$ cat src/rtl/ipsxe_floating_point_pkg.sv
// ipsxe_floating_point_pkg: shared widths, tag type and clog2 for the multiplier arbiter
package ipsxe_floating_point_pkg;

    localparam int ID_MAX_W = 3;

    typedef struct packed {
        logic                valid;
        logic [ID_MAX_W-1:0] id;
    } tag_t;

    function automatic int clog2(input int v);
        int r;
        r = 0;
        while ((1 << r) < v) r++;
        return r;
    endfunction

    function automatic int w_of(input int exp_width, input int man_width);
        return 1 + exp_width + man_width;
    endfunction

    function automatic int pw_of(input int exp_width, input int man_width);
        return 2 * (man_width + 1) + (exp_width + 1) + 1;
    endfunction

endpackage

$ cat src/rtl/ipsxe_floating_point_mul_arbiter_v1_0_if.sv
// ipsxe_floating_point_mul_arbiter_v1_0_if: requester, multiplier and result bus of the arbiter
interface ipsxe_floating_point_mul_arbiter_v1_0_if
    import ipsxe_floating_point_pkg::*;
#(
    parameter int N_REQ       = 4,
    parameter int EXP_WIDTH   = 8,
    parameter int MAN_WIDTH   = 23,
    parameter int MUL_LATENCY = 3
) ();
    localparam int W   = w_of(EXP_WIDTH, MAN_WIDTH);
    localparam int PW  = pw_of(EXP_WIDTH, MAN_WIDTH);
    localparam int IDW = clog2(N_REQ);
    localparam int CW  = clog2(MUL_LATENCY + 2);

    logic [N_REQ-1:0]    req_valid;
    logic [N_REQ-1:0]    req_ready;
    logic [N_REQ*W-1:0]  req_a;
    logic [N_REQ*W-1:0]  req_b;
    logic [W-1:0]        mul_a;
    logic [W-1:0]        mul_b;
    logic                mul_issue;
    logic [PW-1:0]       mul_p;
    logic [N_REQ-1:0]    res_valid;
    logic [PW-1:0]       res_data;
    logic [IDW-1:0]      res_id;
    logic [N_REQ*CW-1:0] inflight;
    logic                idle;

    modport slave (
        input  req_valid, req_a, req_b, mul_p,
        output req_ready, mul_a, mul_b, mul_issue, res_valid, res_data, res_id, inflight, idle
    );

    modport master (
        output req_valid, req_a, req_b, mul_p,
        input  req_ready, mul_a, mul_b, mul_issue, res_valid, res_data, res_id, inflight, idle
    );

endinterface

$ cat src/rtl/ipsxe_floating_point_register_v1_0.sv
// ipsxe_floating_point_register_v1_0: enabled register with asynchronous active-low clear
module ipsxe_floating_point_register_v1_0 #(
    parameter int WIDTH = 1
) (
    input  logic             clk,
    input  logic             rst_n,
    input  logic             en,
    input  logic [WIDTH-1:0] d,
    output logic [WIDTH-1:0] q
);
    // load on enable, otherwise hold
    always_ff @(posedge clk or negedge rst_n)
        if (!rst_n) q <= '0;
        else if (en) q <= d;

endmodule

$ cat src/rtl/ipsxe_floating_point_rr_grant_v1_0.sv
// ipsxe_floating_point_rr_grant_v1_0: one-hot round-robin pick starting at ptr
module ipsxe_floating_point_rr_grant_v1_0
    import ipsxe_floating_point_pkg::*;
#(
    parameter int N_REQ = 4,
    localparam int IDW  = clog2(N_REQ)
) (
    input  logic [N_REQ-1:0] req,
    input  logic [IDW-1:0]   ptr,
    output logic [N_REQ-1:0] gnt,
    output logic [IDW-1:0]   id
);
    logic [2*N_REQ-1:0] rot_dbl;
    logic [2*N_REQ-1:0] gnt_dbl;
    logic [N_REQ-1:0]   rot;
    logic [N_REQ-1:0]   pick;

    // rotate so ptr is bit 0, isolate lowest set bit, rotate back, encode index
    always_comb begin
        rot_dbl = {req, req} >> ptr;
        rot     = rot_dbl[N_REQ-1:0];
        pick    = rot & (~rot + N_REQ'(1));
        gnt_dbl = {pick, pick} << ptr;
        gnt     = gnt_dbl[2*N_REQ-1:N_REQ];
        id      = '0;
        for (int i = 0; i < N_REQ; i++)
            if (gnt[i]) id = IDW'(i);
    end

endmodule

$ cat src/rtl/ipsxe_floating_point_mul_arbiter_v1_0.sv
// ipsxe_floating_point_mul_arbiter_v1_0: round-robin sharing of one pipelined multiplier with tagged returns
module ipsxe_floating_point_mul_arbiter_v1_0
    import ipsxe_floating_point_pkg::*;
#(
    parameter int N_REQ       = 4,
    parameter int EXP_WIDTH   = 8,
    parameter int MAN_WIDTH   = 23,
    parameter int MUL_LATENCY = 3
) (
    input logic i_clk,
    input logic i_rst_n,
    input logic i_aclken,
    ipsxe_floating_point_mul_arbiter_v1_0_if.slave bus
);
    localparam int W     = w_of(EXP_WIDTH, MAN_WIDTH);
    localparam int PW    = pw_of(EXP_WIDTH, MAN_WIDTH);
    localparam int IDW   = clog2(N_REQ);
    localparam int CW    = clog2(MUL_LATENCY + 2);
    localparam int DEPTH = MUL_LATENCY + 1;
    localparam int TW    = $bits(tag_t);

    logic [N_REQ-1:0]    gnt;
    logic [IDW-1:0]      gnt_id;
    logic [IDW-1:0]      ptr;
    logic [IDW-1:0]      ptr_next;
    logic                accept;
    logic                ret;
    logic [IDW-1:0]      ret_id;
    logic [N_REQ-1:0]    res_onehot;
    logic [N_REQ-1:0]    res_valid_q;
    logic [PW+IDW-1:0]   res_q;
    logic [2*W-1:0]      opnd_q;
    logic                issue_q;
    logic [N_REQ*CW-1:0] cnt;
    logic [N_REQ*CW-1:0] cnt_next;
    tag_t                tag_in;
    tag_t                tag [DEPTH];

    ipsxe_floating_point_rr_grant_v1_0 #(.N_REQ(N_REQ)) u_grant (
        .req (bus.req_valid),
        .ptr (ptr),
        .gnt (gnt),
        .id  (gnt_id)
    );

    // accept, pointer advance, issue tag, return decode and outstanding-count update
    always_comb begin
        accept     = i_aclken && (|gnt);
        ptr_next   = (gnt_id == IDW'(N_REQ - 1)) ? '0 : gnt_id + IDW'(1);
        tag_in     = '0;
        tag_in.valid = accept;
        tag_in.id  = ID_MAX_W'(gnt_id);
        ret        = tag[DEPTH-1].valid;
        ret_id     = IDW'(tag[DEPTH-1].id);
        res_onehot = ret ? N_REQ'(1) << ret_id : '0;
        cnt_next   = cnt;
        for (int k = 0; k < N_REQ; k++)
            cnt_next[k*CW +: CW] = cnt[k*CW +: CW] + CW'(accept && gnt_id == IDW'(k)) - CW'(ret && ret_id == IDW'(k));
    end

    // drive the bus from registered state; ready is the grant gated by the clock enable
    always_comb begin
        bus.req_ready = i_aclken ? gnt : '0;
        bus.mul_a     = opnd_q[2*W-1:W];
        bus.mul_b     = opnd_q[W-1:0];
        bus.mul_issue = issue_q;
        bus.res_valid = res_valid_q;
        bus.res_data  = res_q[IDW +: PW];
        bus.res_id    = res_q[IDW-1:0];
        bus.inflight  = cnt;
        bus.idle      = (cnt == '0) && !accept;
    end

    ipsxe_floating_point_register_v1_0 #(.WIDTH(IDW)) u_ptr (
        .clk(i_clk), .rst_n(i_rst_n), .en(accept), .d(ptr_next), .q(ptr)
    );

    ipsxe_floating_point_register_v1_0 #(.WIDTH(2*W)) u_opnd (
        .clk(i_clk), .rst_n(i_rst_n), .en(accept),
        .d({bus.req_a[gnt_id*W +: W], bus.req_b[gnt_id*W +: W]}), .q(opnd_q)
    );

    ipsxe_floating_point_register_v1_0 #(.WIDTH(1)) u_issue (
        .clk(i_clk), .rst_n(i_rst_n), .en(i_aclken), .d(accept), .q(issue_q)
    );

    // entry 0 sits alongside the operand registers; the last entry lines up with the product
    for (genvar g = 0; g < DEPTH; g++) begin : g_tag
        ipsxe_floating_point_register_v1_0 #(.WIDTH(TW)) u_tag (
            .clk(i_clk), .rst_n(i_rst_n), .en(i_aclken),
            .d(g == 0 ? tag_in : tag[g == 0 ? 0 : g-1]), .q(tag[g])
        );
    end

    ipsxe_floating_point_register_v1_0 #(.WIDTH(PW+IDW)) u_res (
        .clk(i_clk), .rst_n(i_rst_n), .en(i_aclken && ret), .d({bus.mul_p, ret_id}), .q(res_q)
    );

    ipsxe_floating_point_register_v1_0 #(.WIDTH(N_REQ)) u_res_valid (
        .clk(i_clk), .rst_n(i_rst_n), .en(i_aclken), .d(res_onehot), .q(res_valid_q)
    );

    ipsxe_floating_point_register_v1_0 #(.WIDTH(N_REQ*CW)) u_cnt (
        .clk(i_clk), .rst_n(i_rst_n), .en(i_aclken), .d(cnt_next), .q(cnt)
    );

endmodule
$ cat src/flat_wrapper.sv
// flat-port wrapper written by rule: the top's interface ports become plain ports
module ipsxe_floating_point_mul_arbiter_v1_0_flat import ipsxe_floating_point_pkg::*;
#(
    parameter int N_REQ       = 4,
    parameter int EXP_WIDTH   = 8,
    parameter int MAN_WIDTH   = 23,
    parameter int MUL_LATENCY = 3
)
  (i_clk, i_rst_n, i_aclken, bus_req_valid, bus_req_a, bus_req_b, bus_mul_p, bus_req_ready, bus_mul_a, bus_mul_b, bus_mul_issue, bus_res_valid, bus_res_data, bus_res_id, bus_inflight, bus_idle);
  ipsxe_floating_point_mul_arbiter_v1_0_if #(.N_REQ(N_REQ), .EXP_WIDTH(EXP_WIDTH), .MAN_WIDTH(MAN_WIDTH), .MUL_LATENCY(MUL_LATENCY)) bus_i ();
  input logic i_clk;
  input logic i_rst_n;
  input logic i_aclken;
  input wire logic [$bits(bus_i.req_valid)-1:0] bus_req_valid;
  input wire logic [$bits(bus_i.req_a)-1:0] bus_req_a;
  input wire logic [$bits(bus_i.req_b)-1:0] bus_req_b;
  input wire logic [$bits(bus_i.mul_p)-1:0] bus_mul_p;
  output wire logic [$bits(bus_i.req_ready)-1:0] bus_req_ready;
  output wire logic [$bits(bus_i.mul_a)-1:0] bus_mul_a;
  output wire logic [$bits(bus_i.mul_b)-1:0] bus_mul_b;
  output wire logic [$bits(bus_i.mul_issue)-1:0] bus_mul_issue;
  output wire logic [$bits(bus_i.res_valid)-1:0] bus_res_valid;
  output wire logic [$bits(bus_i.res_data)-1:0] bus_res_data;
  output wire logic [$bits(bus_i.res_id)-1:0] bus_res_id;
  output wire logic [$bits(bus_i.inflight)-1:0] bus_inflight;
  output wire logic [$bits(bus_i.idle)-1:0] bus_idle;
  assign bus_i.req_valid = bus_req_valid;
  assign bus_i.req_a = bus_req_a;
  assign bus_i.req_b = bus_req_b;
  assign bus_i.mul_p = bus_mul_p;
  assign bus_req_ready = bus_i.req_ready;
  assign bus_mul_a = bus_i.mul_a;
  assign bus_mul_b = bus_i.mul_b;
  assign bus_mul_issue = bus_i.mul_issue;
  assign bus_res_valid = bus_i.res_valid;
  assign bus_res_data = bus_i.res_data;
  assign bus_res_id = bus_i.res_id;
  assign bus_inflight = bus_i.inflight;
  assign bus_idle = bus_i.idle;
  ipsxe_floating_point_mul_arbiter_v1_0 #(.N_REQ(N_REQ), .EXP_WIDTH(EXP_WIDTH), .MAN_WIDTH(MAN_WIDTH), .MUL_LATENCY(MUL_LATENCY)) u_core (.i_clk(i_clk), .i_rst_n(i_rst_n), .i_aclken(i_aclken), .bus(bus_i));
endmodule
$ cat config.mk
export PLATFORM = sky130hd
export DESIGN_NAME = ipsxe_floating_point_mul_arbiter_v1_0_flat
export DESIGN_NICKNAME = d
export VERILOG_FILES = /design/src/rtl/ipsxe_floating_point_pkg.sv /design/src/rtl/ipsxe_floating_point_mul_arbiter_v1_0_if.sv /design/src/rtl/ipsxe_floating_point_register_v1_0.sv /design/src/rtl/ipsxe_floating_point_rr_grant_v1_0.sv /design/src/rtl/ipsxe_floating_point_mul_arbiter_v1_0.sv /design/src/flat_wrapper.sv
export SDC_FILE = /design/constraint.sdc
export NUM_CORES = 1
export LEC_CHECK = 0
export ABC_AREA = 1
export CAP_MARGIN = 30
export CORE_AREA = 4 4 180 182
export CTS_BUF_LIST = sky130_fd_sc_hd__clkbuf_8
export DETAILED_ROUTE_END_ITERATION = 10
export DIE_AREA = 0 0 184 186
export PLACE_DENSITY = 0.69
export SLEW_MARGIN = 20
export SYNTH_ARGS = -nofsm -noshare
export SYNTH_HDL_FRONTEND = slang
export SYNTH_SLANG_ARGS = --single-unit
$ cat constraint.sdc
create_clock -name i_clk -period 4.5 [get_ports i_clk]
set_clock_uncertainty 0.2 [all_clocks]
set_input_delay 0.675 -clock i_clk [delete_from_list [all_inputs] [get_ports i_clk]]
set_output_delay 0.675 -clock i_clk [all_outputs]
set_load 0.01 [all_outputs]
Word-level counts from Yosys, hierarchy flattened. Cells that the tools add are included.

Bits of input ports: 321. Output and inout port bits: 146. Logic and storage cells: 55. Bits in registers: 155.

Reduce and logical (&&, ||, !) cells: 16. Eq/ne operators: 6. Add/sub/neg operators: 10. Mux-type cells: 6. Bitwise operators: 2. Shift operators: 5.

Operators with widths (number): $shiftx A128 B8 Y32 (2); $add A3 B1 Y3 (4); $logic_not A12 Y1 (1); $sub A3 B1 Y3 (4); $logic_and A1 B1 Y1 (11); $eq A2 B2 Y1 const B (4); $mux W4 (2); $shl A8 B2 Y8 (1); $shr A8 B2 Y4 (1); $mux W2 (3); $add A4 B1 Y4 const B (1); $and A4 B4 Y4 (1); $eq A2 B1 Y1 const B (2); $logic_not A2 Y1 (2); $not A4 Y4 (1); $reduce_or A4 Y1 (1); $shl A1 B2 Y4 const A (1); $add A2 B1 Y2 const B (1); $logic_not A1 Y1 (1); $mux W1 (1).

Longest topological paths before layout. Gate-level depths: netlist of the first run.

Depth in word-level cells: 12. Depth in mapped cells: 21. Depth with buffers taken out: 20.

By module. A second synthesis of the first run with hierarchy kept.

Cells, all modules: 1252. Area, all modules: 8881.0 um^2.

By module, submodules not included: ipsxe_floating_point_mul_arbiter_v1_0 (cells each 517, instances 1, area each 2448.6 um^2, sequential area each 0.0 um^2); ipsxe_floating_point_register_v1_0 at u_core.u_opnd (cells each 270, instances 1, area each 2446.1 um^2, sequential area each 1601.5 um^2); ipsxe_floating_point_register_v1_0 at u_core.u_res (cells each 254, instances 1, area each 2329.7 um^2, sequential area each 1501.4 um^2); ipsxe_floating_point_register_v1_0 at u_core.g_tag[0].u_tag ... (cells each 17, instances 5, area each 148.9 um^2, sequential area each 100.1 um^2); ipsxe_floating_point_register_v1_0 at u_core.u_cnt (cells each 51, instances 1, area each 457.9 um^2, sequential area each 300.3 um^2); ipsxe_floating_point_rr_grant_v1_0 (cells each 61, instances 1, area each 337.8 um^2, sequential area each 0.0 um^2); ipsxe_floating_point_register_v1_0 at u_core.u_ptr (cells each 9, instances 1, area each 76.3 um^2, sequential area each 50.0 um^2); ipsxe_floating_point_register_v1_0 at u_core.u_issue (cells each 5, instances 1, area each 40.0 um^2, sequential area each 25.0 um^2).

Worst setup path before layout of the first run. OpenSTA, ideal clock, no wires.

Path kind: input-to-reg. From: input bus_req_valid[3]. To: register u_core.u_cnt.q[5]. Library setup time: 0.083 ns. Buffers on the path: 2. Path slack: 1.161 ns. Cell stages on the path: 18. Data required time: 4.217 ns. Data arrival time: 3.057 ns. Cell sequence: nand2_1 nand3_2 nand2_2 nand2_1 nor2_2 nand2_1 nand3_2 nand2_2 buf_6 buf_2 nor2_1 inv_1 ha_1 inv_1 ha_1 fa_1 xor2_1 o21ai_0.

Word-level cells in the longest chain between the ends: 12. Elaborated cells on any way between the ends: 14. Those cells by class: add/sub (3); eq/ne (1); shift (2); mux (3); bitwise (2); reduce/logical (3).

RTL lines: start, declared (line flat_wrapper.sv:14) `input wire logic [$bits(bus_i.req_valid)-1:0] bus_req_valid;`; $shr A8 B2 Y4 * (line ipsxe_floating_point_rr_grant_v1_0.sv:20) `rot_dbl = {req, req} >> ptr;`; $not A4 Y4 (line ipsxe_floating_point_rr_grant_v1_0.sv:22) `pick = rot & (~rot + N_REQ'(1));`; $add A4 B1 Y4 (line ipsxe_floating_point_rr_grant_v1_0.sv:22); $and A4 B4 Y4 * (line ipsxe_floating_point_rr_grant_v1_0.sv:22); $shl A8 B2 Y8 * (line ipsxe_floating_point_rr_grant_v1_0.sv:23) `gnt_dbl = {pick, pick} << ptr;`; $mux W1 (line ipsxe_floating_point_rr_grant_v1_0.sv:27) `if (gnt[i]) id = IDW'(i);`; $mux W2 (2 in a row) (line ipsxe_floating_point_rr_grant_v1_0.sv:27); $eq A2 B1 Y1 (line ipsxe_floating_point_mul_arbiter_v1_0.sv:58) `cnt_next[k*CW +: CW] = cnt[k*CW +: CW] + CW'(accept && gnt_id == IDW'(k)) - CW'(ret && ret_id == IDW'(k));`; $logic_and A1 B1 Y1 * (line ipsxe_floating_point_mul_arbiter_v1_0.sv:58); $add A3 B1 Y3 * (line ipsxe_floating_point_mul_arbiter_v1_0.sv:58); $sub A3 B1 Y3 * (line ipsxe_floating_point_mul_arbiter_v1_0.sv:58); end signal, assigned (line ipsxe_floating_point_register_v1_0.sv:13) `if (!rst_n) q <= '0;`; end signal, assigned (line ipsxe_floating_point_register_v1_0.sv:14) `else if (en) q <= d;`; end, declared (line ipsxe_floating_point_register_v1_0.sv:9) `output logic [WIDTH-1:0] q`.

Mark *: on every way between the ends. The rest lies on a longest branch, timed or not. A chain may end at the register's enable or synchronous reset.

Final worst setup path of the first run.
From: input bus_req_valid[0]. To: output bus_idle.

Word-level cells in the longest chain between the ends: 9.

RTL lines: $shr A8 B2 Y4 * (line ipsxe_floating_point_rr_grant_v1_0.sv:20); $not A4 Y4 (line ipsxe_floating_point_rr_grant_v1_0.sv:22); $add A4 B1 Y4 (line ipsxe_floating_point_rr_grant_v1_0.sv:22); $and A4 B4 Y4 * (line ipsxe_floating_point_rr_grant_v1_0.sv:22); $shl A8 B2 Y8 * (line ipsxe_floating_point_rr_grant_v1_0.sv:23); $reduce_or A4 Y1 * (line ipsxe_floating_point_mul_arbiter_v1_0.sv:48) `accept = i_aclken && (|gnt);`; $logic_and A1 B1 Y1 * (line ipsxe_floating_point_mul_arbiter_v1_0.sv:48); $logic_not A1 Y1 * (line ipsxe_floating_point_mul_arbiter_v1_0.sv:71) `bus.idle = (cnt == '0) && !accept;`; $logic_and A1 B1 Y1 * (line ipsxe_floating_point_mul_arbiter_v1_0.sv:71); end, declared (line flat_wrapper.sv:26) `output wire logic [$bits(bus_i.idle)-1:0] bus_idle;`.

Marked as above.

==> flow_summary.toml, run 1 <==
[outcome]
run_status = "finished clean"

[final_layout]
fill_cells = 3048
drive_gt1_share_pct = 4.11
utilization_pct = 49.0
syn_to_final_growth_pct = 53.3
final_cells = 2276
finalNetCount = 2194
fin_area_sq_um = 15000

[logic_synthesis]
syn-num-nets = 1784
syn_area_sq_um = 9770
synth_edf_count = 0
synth-async-reset-ratio_pct = 100
synth_seq_area_share_pct = 39.4
synthCells = 1449
synth_top_area_cell = "dfrtp_1"
synth_area_leaders = "dfrtp_1 39%, nand2_1 24%, nand3_1 7.2%, inv_1 5.9%, nand3b_1 5.0%"
ys_warn_count = 0
ys_ff_latch = 154
yosys.area.top_type_share_pct = 39.4
yosysUniqueCellTypes = 31
ys.flop_type = "dfrtp_1"
synth_area_per_cell_sq_um = 6.74

[sta]
finalSetupViolations = 0
post-route-min-period_ns = 3.88
worst_slew_pin_slew_ns = 0.955
fmax_mhz = 258
rsz0062_at_grt = "false"
fin_crit_sh_pct = 86.1
maxSlewViolCount = 0
hold_violations = 0
whs_ns = 0.273
setup_tns_ns = 0
maxSlewHeadroom_pct = 36.3

[floorplanning]
core_area_sq_um = 30600
die_y_um = 186
io_pins = 467
die_area_sq_um = 34200
initial_core_util_pct = 31.9
core.rowCount = 64
die_w_um = 184

[clocking]
cts_buffers = 17
cts-root-buf = "clkbuf_8"
htree_levels = 4
clk_path_buf_depth = 2
clkTransAtPathRegs_ns = 0.08
clock_sinks = 154
cts_tree = "built"
worst_skew_pair.late_latency_ns = 0.45

[worst_setup_path]
cpMaxStageDelayCell = "clkdlybuf4s50_1"
crit_type = "primary input to output pin"
cp_num_buf_inv = 2
rr_endpoint = "u_core.u_cnt.q[8]"
arrival_ns = 3.00
r2r_cells = 18
required_ns = 3.62
path_max_fanout = 4
rrSetupSlack_ns = 1.20
path_delay_family = "simple AND/OR/NAND/NOR gates"
r2r-start = "u_core.u_ptr.q[0]"
critical_path_cell_count = 14
cp-start-kind = "primary input"
cp_cell_sequence = "clkdlybuf4s50_1 > nand2_1 > nand3_1 > nand2_2 > nand2_1 > nor2_2 > nand2_1 > nand3_2 > nand2_4 > nand2_4 > nor2_2 > nor2_4 > nor2_1 > clkdlybuf4s50_1"
max_stage_delay_ns = 0.59
crit_path_frequent_cell = "nand2_1"
cp-end-kind = "output pin"

[power_and_ir_drop]
power_frac_seq_pct = 22.3
leakagePower_nw = 7.48
vdd_ir_drop_max_v = 0.000757
swShare_pct = 50.5
power_switching_mw = 5.56
power.share.clock_pct = 9.6
p_per_area_nw_per_um2 = 736
internal_power_mw = 5.46
combPwrFrac_pct = 68.1

[detailed_routing]
vias = 10800
drt_first_pass_iters = 5
viasPerCell = 4.76
routed_wl_mm = 39.5
drc_errors = 0
wl_per_cell_um = 17.4
drt_iter0_drc = 675
antenna_left = 0

[min_path]
min_to = "u_core.g_tag[2].u_tag.q[0]"
hold_start = "u_core.g_tag[2].u_tag.q[0]"
holdPathStages = 2
worstHoldPathType = "flip-flop to flip-flop"

[place]
place_area_sq_um = 14600
portBuffers = 466
place_hpwl_mm = 29.0
dp.cells = 2235
place.gp.congestion = 0.890

[global_route]
grt_max_degree = 90
grt_pass1_vias = 10600
grt_usage_pct = 22.2
grt_overflow = 0
grt_first_pass_wirelength_mm = 59.3
grt_antenna_before_repair = 9

[run]
drv_cap = 0
## placed cells by master (no fill, tap or decap), types with 4 or more instances in the layout
cell,count
dfrtp_1,154
diode_2,8
buf_4,17
nor2_1,74
nand3_1,141
nand2_1,629
o21ai_0,16
nand2_2,10
ha_1,10
a21oi_1,66
inv_6,4
nand3b_1,65
clkdlybuf4s50_1,465
clkbuf_8,18
inv_1,155
nor3_1,5
clkinvlp_4,5
fa_1,4
## how the worst max path moves through the flow
| stage | start | end | slack (ns) |
|---|---|---|---|
| after global routing | bus_req_valid[0] | bus_idle | 0.43 |
| after global placement | bus_req_valid[3] | bus_idle | 0.71 |
| after CTS | bus_req_valid[1] | bus_idle | 0.61 |
| after floorplan | bus_req_valid[3] | u_core.u_cnt.q[5] | 1.16 |
| after detailed placement | bus_req_valid[1] | bus_idle | 0.62 |
| final | bus_req_valid[0] | bus_idle | 0.62 |
## cells in the mapped netlist (4+ instances only)
cell type,count
nand3_1,141
nor3_1,5
buf_2,31
nor2_1,74
nand3b_1,65
dfrtp_1,154
inv_1,154
nand2_1,631
a21oi_1,66
nand2_2,8
buf_1,4
o21ai_0,16
ha_1,10
clkbuf_1,25
nand3_2,4
buf_4,17
fa_1,4
buf_6,20
## logic make-up after synthesis
kind of cell	share of synthesized area, %
DFF	39.4
and+or+nand+nor	41.3
xor gates and xnor gates	0.359
AOI/OAI and AO/OA	4.35
adders and majority gates	2.10
buffers and inverters	12.4
## power groups by stage
stage                     clock [mW]  combinational [mW]  sequential [mW]
final                           1.06                7.50             2.46
after global routing            1.15                8.39             2.55
after CTS                       1.10                7.59             2.46
after detailed placement           0                7.57             2.47
after global placement             0                7.43             2.47
after floorplan                    0                4.72             2.67
## worst register-to-register path: cells and delay by family (launching register included)
kind,cells,cell delay [ns]
flip-flops,1,0.57
adder cells (fa/ha/maj),3,0.83
buffers and inverters,3,0.24
AO/OA/AOI/OAI,2,0.24
XOR/XNOR,1,0.15
AND/OR/NAND/NOR,9,0.95
## layer usage
layer | track usage (%) | share of wire, %
met3 | 6.94 | 9.5
met5 | 0 | 0.033
met1 | 26.4 | 39
met2 | 37.4 | 49
met4 | 9.14 | 2.6
## layout make-up
class / instances / area [sq um] / share of cell area [%]
well taps: 396 / 495 / 3.31
clock buffers: 18 / 248 / 1.65
diodes: 8 / 20.0 / 0.134
flip-flops and latches: 154 / 3850 / 25.7
clock inverters: 14 / 134 / 0.894
inverters: 158 / 598 / 3.99
multi-input cells: 1040 / 4730 / 31.6
repair buffers: 488 / 4900 / 32.7
## flip-flops by register name, summed over array words and instances (netlist names)
signal,flops
u_core.u_res_valid.q,4
u_core.u_res.q,60
u_core.u_ptr.q,2
u_core.u_cnt.q,12
u_core.u_issue.q,1
u_core.g_tag.u_tag.q,11
u_core.u_opnd.q,64
## through the flow
step | power [mW] | worst slack (ns)
finish | 11.0 | 0.624
global route | 12.1 | 0.432
CTS | 11.2 | 0.613
detailed placement | 10.0 | 0.620
floorplan | 7.39 | 1.16
global placement | 9.89 | 0.714
## repair_timing
| action | 4_1_cts | 5_1_grt |
|---|---|---|
| resized for setup | 0 | 0 |
| buffers inserted | 0 | 0 |
| hold buffers | 1 | 0 |
| hold endpoints to repair | 4 | 0 |
Power figures use the tool's default switching activity.
==> run 2, diff against run 1 <==
--- a/config.mk
+++ b/config.mk
@@ -7,11 +7,11 @@
 export LEC_CHECK = 0
 export ABC_AREA = 1
 export CAP_MARGIN = 30
-export CORE_AREA = 4 4 180 182
-export CTS_BUF_LIST = sky130_fd_sc_hd__clkbuf_8
+export CORE_AREA = 4 4 181 183
+export CTS_BUF_LIST = sky130_fd_sc_hd__clkbuf_16
 export DETAILED_ROUTE_END_ITERATION = 10
-export DIE_AREA = 0 0 184 186
-export PLACE_DENSITY = 0.69
+export DIE_AREA = 0 0 185 187
+export PLACE_DENSITY = 0.68
 export SLEW_MARGIN = 20
 export SYNTH_ARGS = -nofsm -noshare
 export SYNTH_HDL_FRONTEND = slang
==> run 2 against run 1 <==
Against the previous run:
- clock power grew 40%
- combinational power shrank 2%
- power grew 2.5%
- critical path type unchanged
- largest power group unchanged
==> flow_summary.toml, run 2 (same netlist as run 1, synthesis figures left out) <==
[detailed_routing]
drt_iter0_drc = 493
drc_errors = 0
viasPerCell = 4.66
wl_per_cell_um = 16.7
vias = 10600
drt_first_pass_iters = 5
antenna_left = 0
routed_wl_mm = 38.0

[sta]
fin_crit_sh_pct = 89.9
post-route-min-period_ns = 4.04
fmax_mhz = 247
worst_slew_pin_slew_ns = 0.909
hold_violations = 0
rsz0062_at_grt = "false"
maxSlewViolCount = 0
setup_tns_ns = 0
finalSetupViolations = 0
maxSlewHeadroom_pct = 39.2

[final_layout]
multi_input_area_sq_um = 4740
finalNetCount = 2191
drive_gt1_share_pct = 4.01
seq_area_sq_um = 3850
fill_cells = 3123
fin_area_sq_um = 15100
syn_to_final_growth_pct = 54.5
final_common_cell = "nand2_1"
layout_common_cells = "629 x nand2_1, 465 x clkdlybuf4s50_1, 154 x inv_1, 154 x dfrtp_1, 141 x nand3_1"
reg.largest.list = "u_core.u_opnd.q x64, u_core.u_res.q x60, u_core.u_cnt.q x12"
largest-register = "u_core.u_opnd.q"
largest_reg_flops = 64

[place]
place.gp.congestion = 0.876
portBuffers = 466
place_hpwl_mm = 28.3
place_area_sq_um = 14500

[worst_setup_path]
required_ns = 3.62
cp-start-kind = "primary input"
path_max_fanout = 26
arrival_ns = 3.17
crit_type = "primary input to output pin"
cp-end-kind = "output pin"

[min_path]
worstHoldPathType = "primary input to asynchronous set/reset pin"

[clocking]
holdBufCountCts = 0
cts-root-buf = "clkbuf_16"
clk_path_buf_depth = 2
cts.repair.resized = 0
clock_sinks = 154
cts_setup_buffers = 0
worst_skew_pair.late_latency_ns = 0.42
htree_levels = 4
clkTransAtPathRegs_ns = 0.07
cts_buffers = 17
cts_tree = "built"

[power_and_ir_drop]
leakagePower_nw = 7.54
vdd_ir_drop_max_v = 0.000723
p_total_mw = 11.3
p_per_area_nw_per_um2 = 748

[floorplanning]
core_area_sq_um = 31200
die_area_sq_um = 34600
initial_core_util_pct = 31.3
die_y_um = 187
core.rowCount = 65
io_pins = 467
die_w_um = 185

[global_route]
grt_antenna_before_repair = 5
grt_first_pass_wirelength_mm = 57.8
grt_usage_pct = 21.1
grt_max_degree = 81
grt_pass1_vias = 10400
grt_overflow = 0

[outcome]
run_status = "finished clean"

[run]
drv_cap = 0
==> run 2: changes by cell type in the layout (fill, tap and decap cells not counted), moves of 2 or more <==
cell	previous run	this run
clkbuf_16	0	17
clkinvlp_4	5	3
clkbuf_8	18	0
buf_4	17	19
diode_2	8	2
buf_16	2	0
buf_12	2	0
==> run 2: layout make-up <==
class | instances | area share (%)
clock buffers | 17 | 2.82
multi-input cells | 1040 | 31.4
flip-flops and latches | 154 | 25.5
well taps | 402 | 3.33
diodes | 2 | 0.0331
inverters | 158 | 3.96
clock inverters | 15 | 1.08
repair buffers | 485 | 31.8
==> run 2: final timing paths <==
kind	cells past startpoint	slack [ns]	endpoint	start
max	14	0.46	bus_idle	bus_req_valid[1]
max reg2reg	13	0.99	u_core.u_opnd.q[34]	u_core.u_ptr.q[1]
min	1	0.07	u_core.u_res.q[41]	i_rst_n
max in group asynchronous	2	2.94	u_core.u_opnd.q[0]	i_rst_n
min reg2reg	2	0.28	u_core.u_opnd.q[45]	u_core.u_opnd.q[45]
min in group i_clk	2	0.28	u_core.u_opnd.q[45]	u_core.u_opnd.q[45]
==> run 2: worst max-delay path, stage by stage <==
cell             delay [ns]
clkdlybuf4s50_1        0.51
nand2_1                0.10
nand3_2                0.12
nand2_2                0.09
nand2_1                0.08
nor2_2                 0.05
nand2_1                0.15
nand3_4                0.10
nand2_4                0.28
nand2_4                0.12
nor2_2                 0.17
nor2_4                 0.04
nor2_1                 0.08
clkdlybuf4s50_1        0.60
==> run 2: metal layers <==
layer | GRT usage (%) | up-vias | wire length, um
met5 | 0 | - | 35
met4 | 4.66 | 6 | 393
met3 | 7.06 | 26 | 3310
met2 | 36.7 | 389 | 18900
met1 | 25.1 | 4908 | 15400
li1 | - | 5268 | -
==> run 2: stage by stage <==
| step | cells | utilization (%) | setup slack [ns] | hold WS [ns] |
|---|---|---|---|---|
| after floorplan | 1449 | - | 1.16 | 0.179 |
| after global placement | 2239 | 46.5 | 0.479 | 0.258 |
| after detailed placement | 2239 | 46.5 | 0.397 | 0.259 |
| after CTS | 2271 | 48.3 | 0.419 | 0.0955 |
| after global routing | 2273 | 48.4 | 0.221 | 0.111 |
| final | 2273 | 48.4 | 0.456 | 0.0711 |
==> run 2: power by group <==
| group | internal [mW] | total (mW) | switching [mW] | leakage, nW |
|---|---|---|---|---|
| logic | 2.90 | 7.35 | 4.45 | 5.36 |
| clock network | 0.830 | 1.48 | 0.648 | 0.282 |
| registers | 2.05 | 2.47 | 0.425 | 1.90 |
==> run 3, diff against run 2 <==
--- a/config.mk
+++ b/config.mk
@@ -7,12 +7,14 @@
 export LEC_CHECK = 0
 export ABC_AREA = 1
 export CAP_MARGIN = 30
-export CORE_AREA = 4 4 181 183
+export CORE_AREA = 4 4 178 180
 export CTS_BUF_LIST = sky130_fd_sc_hd__clkbuf_16
 export DETAILED_ROUTE_END_ITERATION = 10
-export DIE_AREA = 0 0 185 187
-export PLACE_DENSITY = 0.68
+export DIE_AREA = 0 0 182 184
+export DONT_BUFFER_PORTS = 1
+export PLACE_DENSITY = 0.47
 export SLEW_MARGIN = 20
 export SYNTH_ARGS = -nofsm -noshare
 export SYNTH_HDL_FRONTEND = slang
+export SYNTH_HIERARCHICAL = 1
 export SYNTH_SLANG_ARGS = --single-unit
==> run 3 against run 2 <==
Against the previous run:
- core utilization decreased by 17 points
- first-iteration DRC count decreased by 29%
- register-to-register slack got worse by 0.10 ns
- sequential power increased by 19%
- synthesized cell count decreased by 15%
- sequential cell count increased by 1
- critical endpoint is now u_core/u_cnt/q[1]
- largest cell class is now multi-input combinational cells
- largest power group unchanged
==> flow_summary.toml, run 3 <==
[min_path]
worstHoldPathType = "primary input to asynchronous set/reset pin"

[logic_synthesis]
synthCells = 1235
synth_area_per_cell_sq_um = 7.07
ys_warn_count = 6
syn-num-nets = 1574
syn_area_sq_um = 8730

[power_and_ir_drop]
leakagePower_nw = 4.80
power_switching_mw = 4.90
combPwrFrac_pct = 53.1
vdd_ir_drop_max_v = 0.000647
swShare_pct = 52.5
internal_power_mw = 4.44
power.share.clock_pct = 15.3
p_per_area_nw_per_um2 = 990
power_frac_seq_pct = 31.6

[sta]
hold_violations = 0
fin_crit_sh_pct = 80.3
maxSlewHeadroom_pct = 36.2
finalSetupViolations = 0
maxSlewViolCount = 0
whs_ns = 0.0497
post-route-min-period_ns = 3.61
setup_tns_ns = 0
fmax_mhz = 277
rsz0062_at_grt = "false"
worst_slew_pin_slew_ns = 0.957

[detailed_routing]
drt_first_pass_iters = 5
routed_wl_mm = 29.2
vias = 7579
antenna_left = 0
drc_errors = 0
viasPerCell = 4.73
wl_per_cell_um = 18.2
drt_iter0_drc = 351

[final_layout]
reg.largest.list = "u_core/u_opnd/q x64, u_core/u_res/q x60"
finalNetCount = 1532
largest_reg_flops = 64
syn_to_final_growth_pct = 8.02
final_cells = 1601
utilization_pct = 31.2
largest-register = "u_core/u_opnd/q"
drive_gt1_share_pct = 5.73
diodes = 0
fin_area_sq_um = 9430
fill_cells = 3285
layout_common_cells = "502 x nand2_1, 199 x nor2_1, 155 x dfrtp_1"
final_common_cell = "nand2_1"

[place]
portBuffers = 0
dp.cells = 1569
place_area_sq_um = 8840
place.gp.congestion = 0.826
place_hpwl_mm = 21.3

[global_route]
grt_overflow = 0
grt_antenna_before_repair = 0
grt_max_degree = 156
grt_usage_pct = 16.5
grt_first_pass_wirelength_mm = 43.6
grt_pass1_vias = 7357

[clocking]
cts-root-buf = "clkbuf_16"
cts_buffers = 17
cts.repair.resized = 0
htree_levels = 4
worst_skew_pair.late_latency_ns = 0.42
clkTransAtPathRegs_ns = 0.07
holdBufCountCts = 1
clk_path_buf_depth = 2
cts_tree = "built"
cts_setup_buffers = 0
clock_sinks = 155

[worst_setup_path]
r2r-start = "u_core/u_ptr/q[0]"
required_ns = 4.61
cp-startpoint = "u_core/u_ptr/q[0]"
crit_type = "flip-flop to flip-flop"
rrSetupSlack_ns = 0.89
rr_endpoint = "u_core/u_cnt/q[1]"
cp-end-kind = "flip-flop"
path_max_fanout = 18
arrival_ns = 3.72
r2r_cells = 22
cp-start-kind = "flip-flop"

[floorplanning]
core_area_sq_um = 30200
core.rowCount = 64
initial_core_util_pct = 28.9
io_pins = 467
die_y_um = 184
die_area_sq_um = 33500
die_w_um = 182

[run]
drv_cap = 0

[outcome]
run_status = "finished clean"
[run 3: how the worst max path moves through the flow]
stage / to / slack (ns)
after floorplan: u_core/u_cnt/q[8] / 0.89
after global placement: u_core/u_cnt/q[1] / 0.96
after detailed placement: u_core/u_cnt/q[1] / 0.87
after CTS: u_core/u_cnt/q[1] / 0.88
after global routing: u_core/u_cnt/q[2] / 0.50
final: u_core/u_cnt/q[1] / 0.89
[run 3: per-layer routing]
metal  global-route usage [%]  routed length [um]  part of all wire (%)
met5                        0                   0                     0
met4                     4.80                 490                   1.7
met3                     5.22                2720                   9.3
met2                     28.1               14300                    49
met1                     20.2               11600                    40
[run 3: area by class of cell]
| type | count | area (sq um) | share of cell area [%] |
|---|---|---|---|
| clock buffer | 17 | 425 | 4.51 |
| clock inverter | 14 | 138 | 1.46 |
| inverter | 57 | 231 | 2.45 |
| multi-input combinational | 951 | 4140 | 43.9 |
| sequential | 155 | 3880 | 41.1 |
| tap | 396 | 495 | 5.25 |
| timing repair buffer | 11 | 128 | 1.35 |
[run 3: critical path, stage by stage, from the launching register on]
cell and delay [ns]:
dfrtp_1 0.60, inv_6 0.11, nand2_4 0.09, nand3_2 0.09, nand2_4 0.14, nand2_4 0.06, nor2_4 0.12, nand2_2 0.07
nand3_1 0.07, nand2_1 0.11, inv_1 0.09, nor2_1 0.06, a21boi_4 0.21, buf_4 0.28, nand2_1 0.10, ha_1 0.28
inv_1 0.05, ha_1 0.13, inv_1 0.05, fa_1 0.47, inv_1 0.04, nand2_1 0.05, nand2_1 0.05
[run 3: metrics by stage]
stage          total power [mW]  setup WS [ns]
6_report                   9.34          0.886
3_5_place_dp               7.97          0.866
2_1_floorplan              6.72          0.893
4_1_cts                    9.48          0.877
3_3_place_gp               7.88          0.957
5_1_grt                    10.4          0.500
[run 3: power groups by stage]
stage	sequential [mW]	combinational, mW	clock [mW]
after global placement	3.01	4.88	0
after detailed placement	2.99	4.98	0
after global routing	3.05	5.81	1.54
after floorplan	2.73	3.99	0
final	2.95	4.96	1.43
after CTS	2.98	5.02	1.48
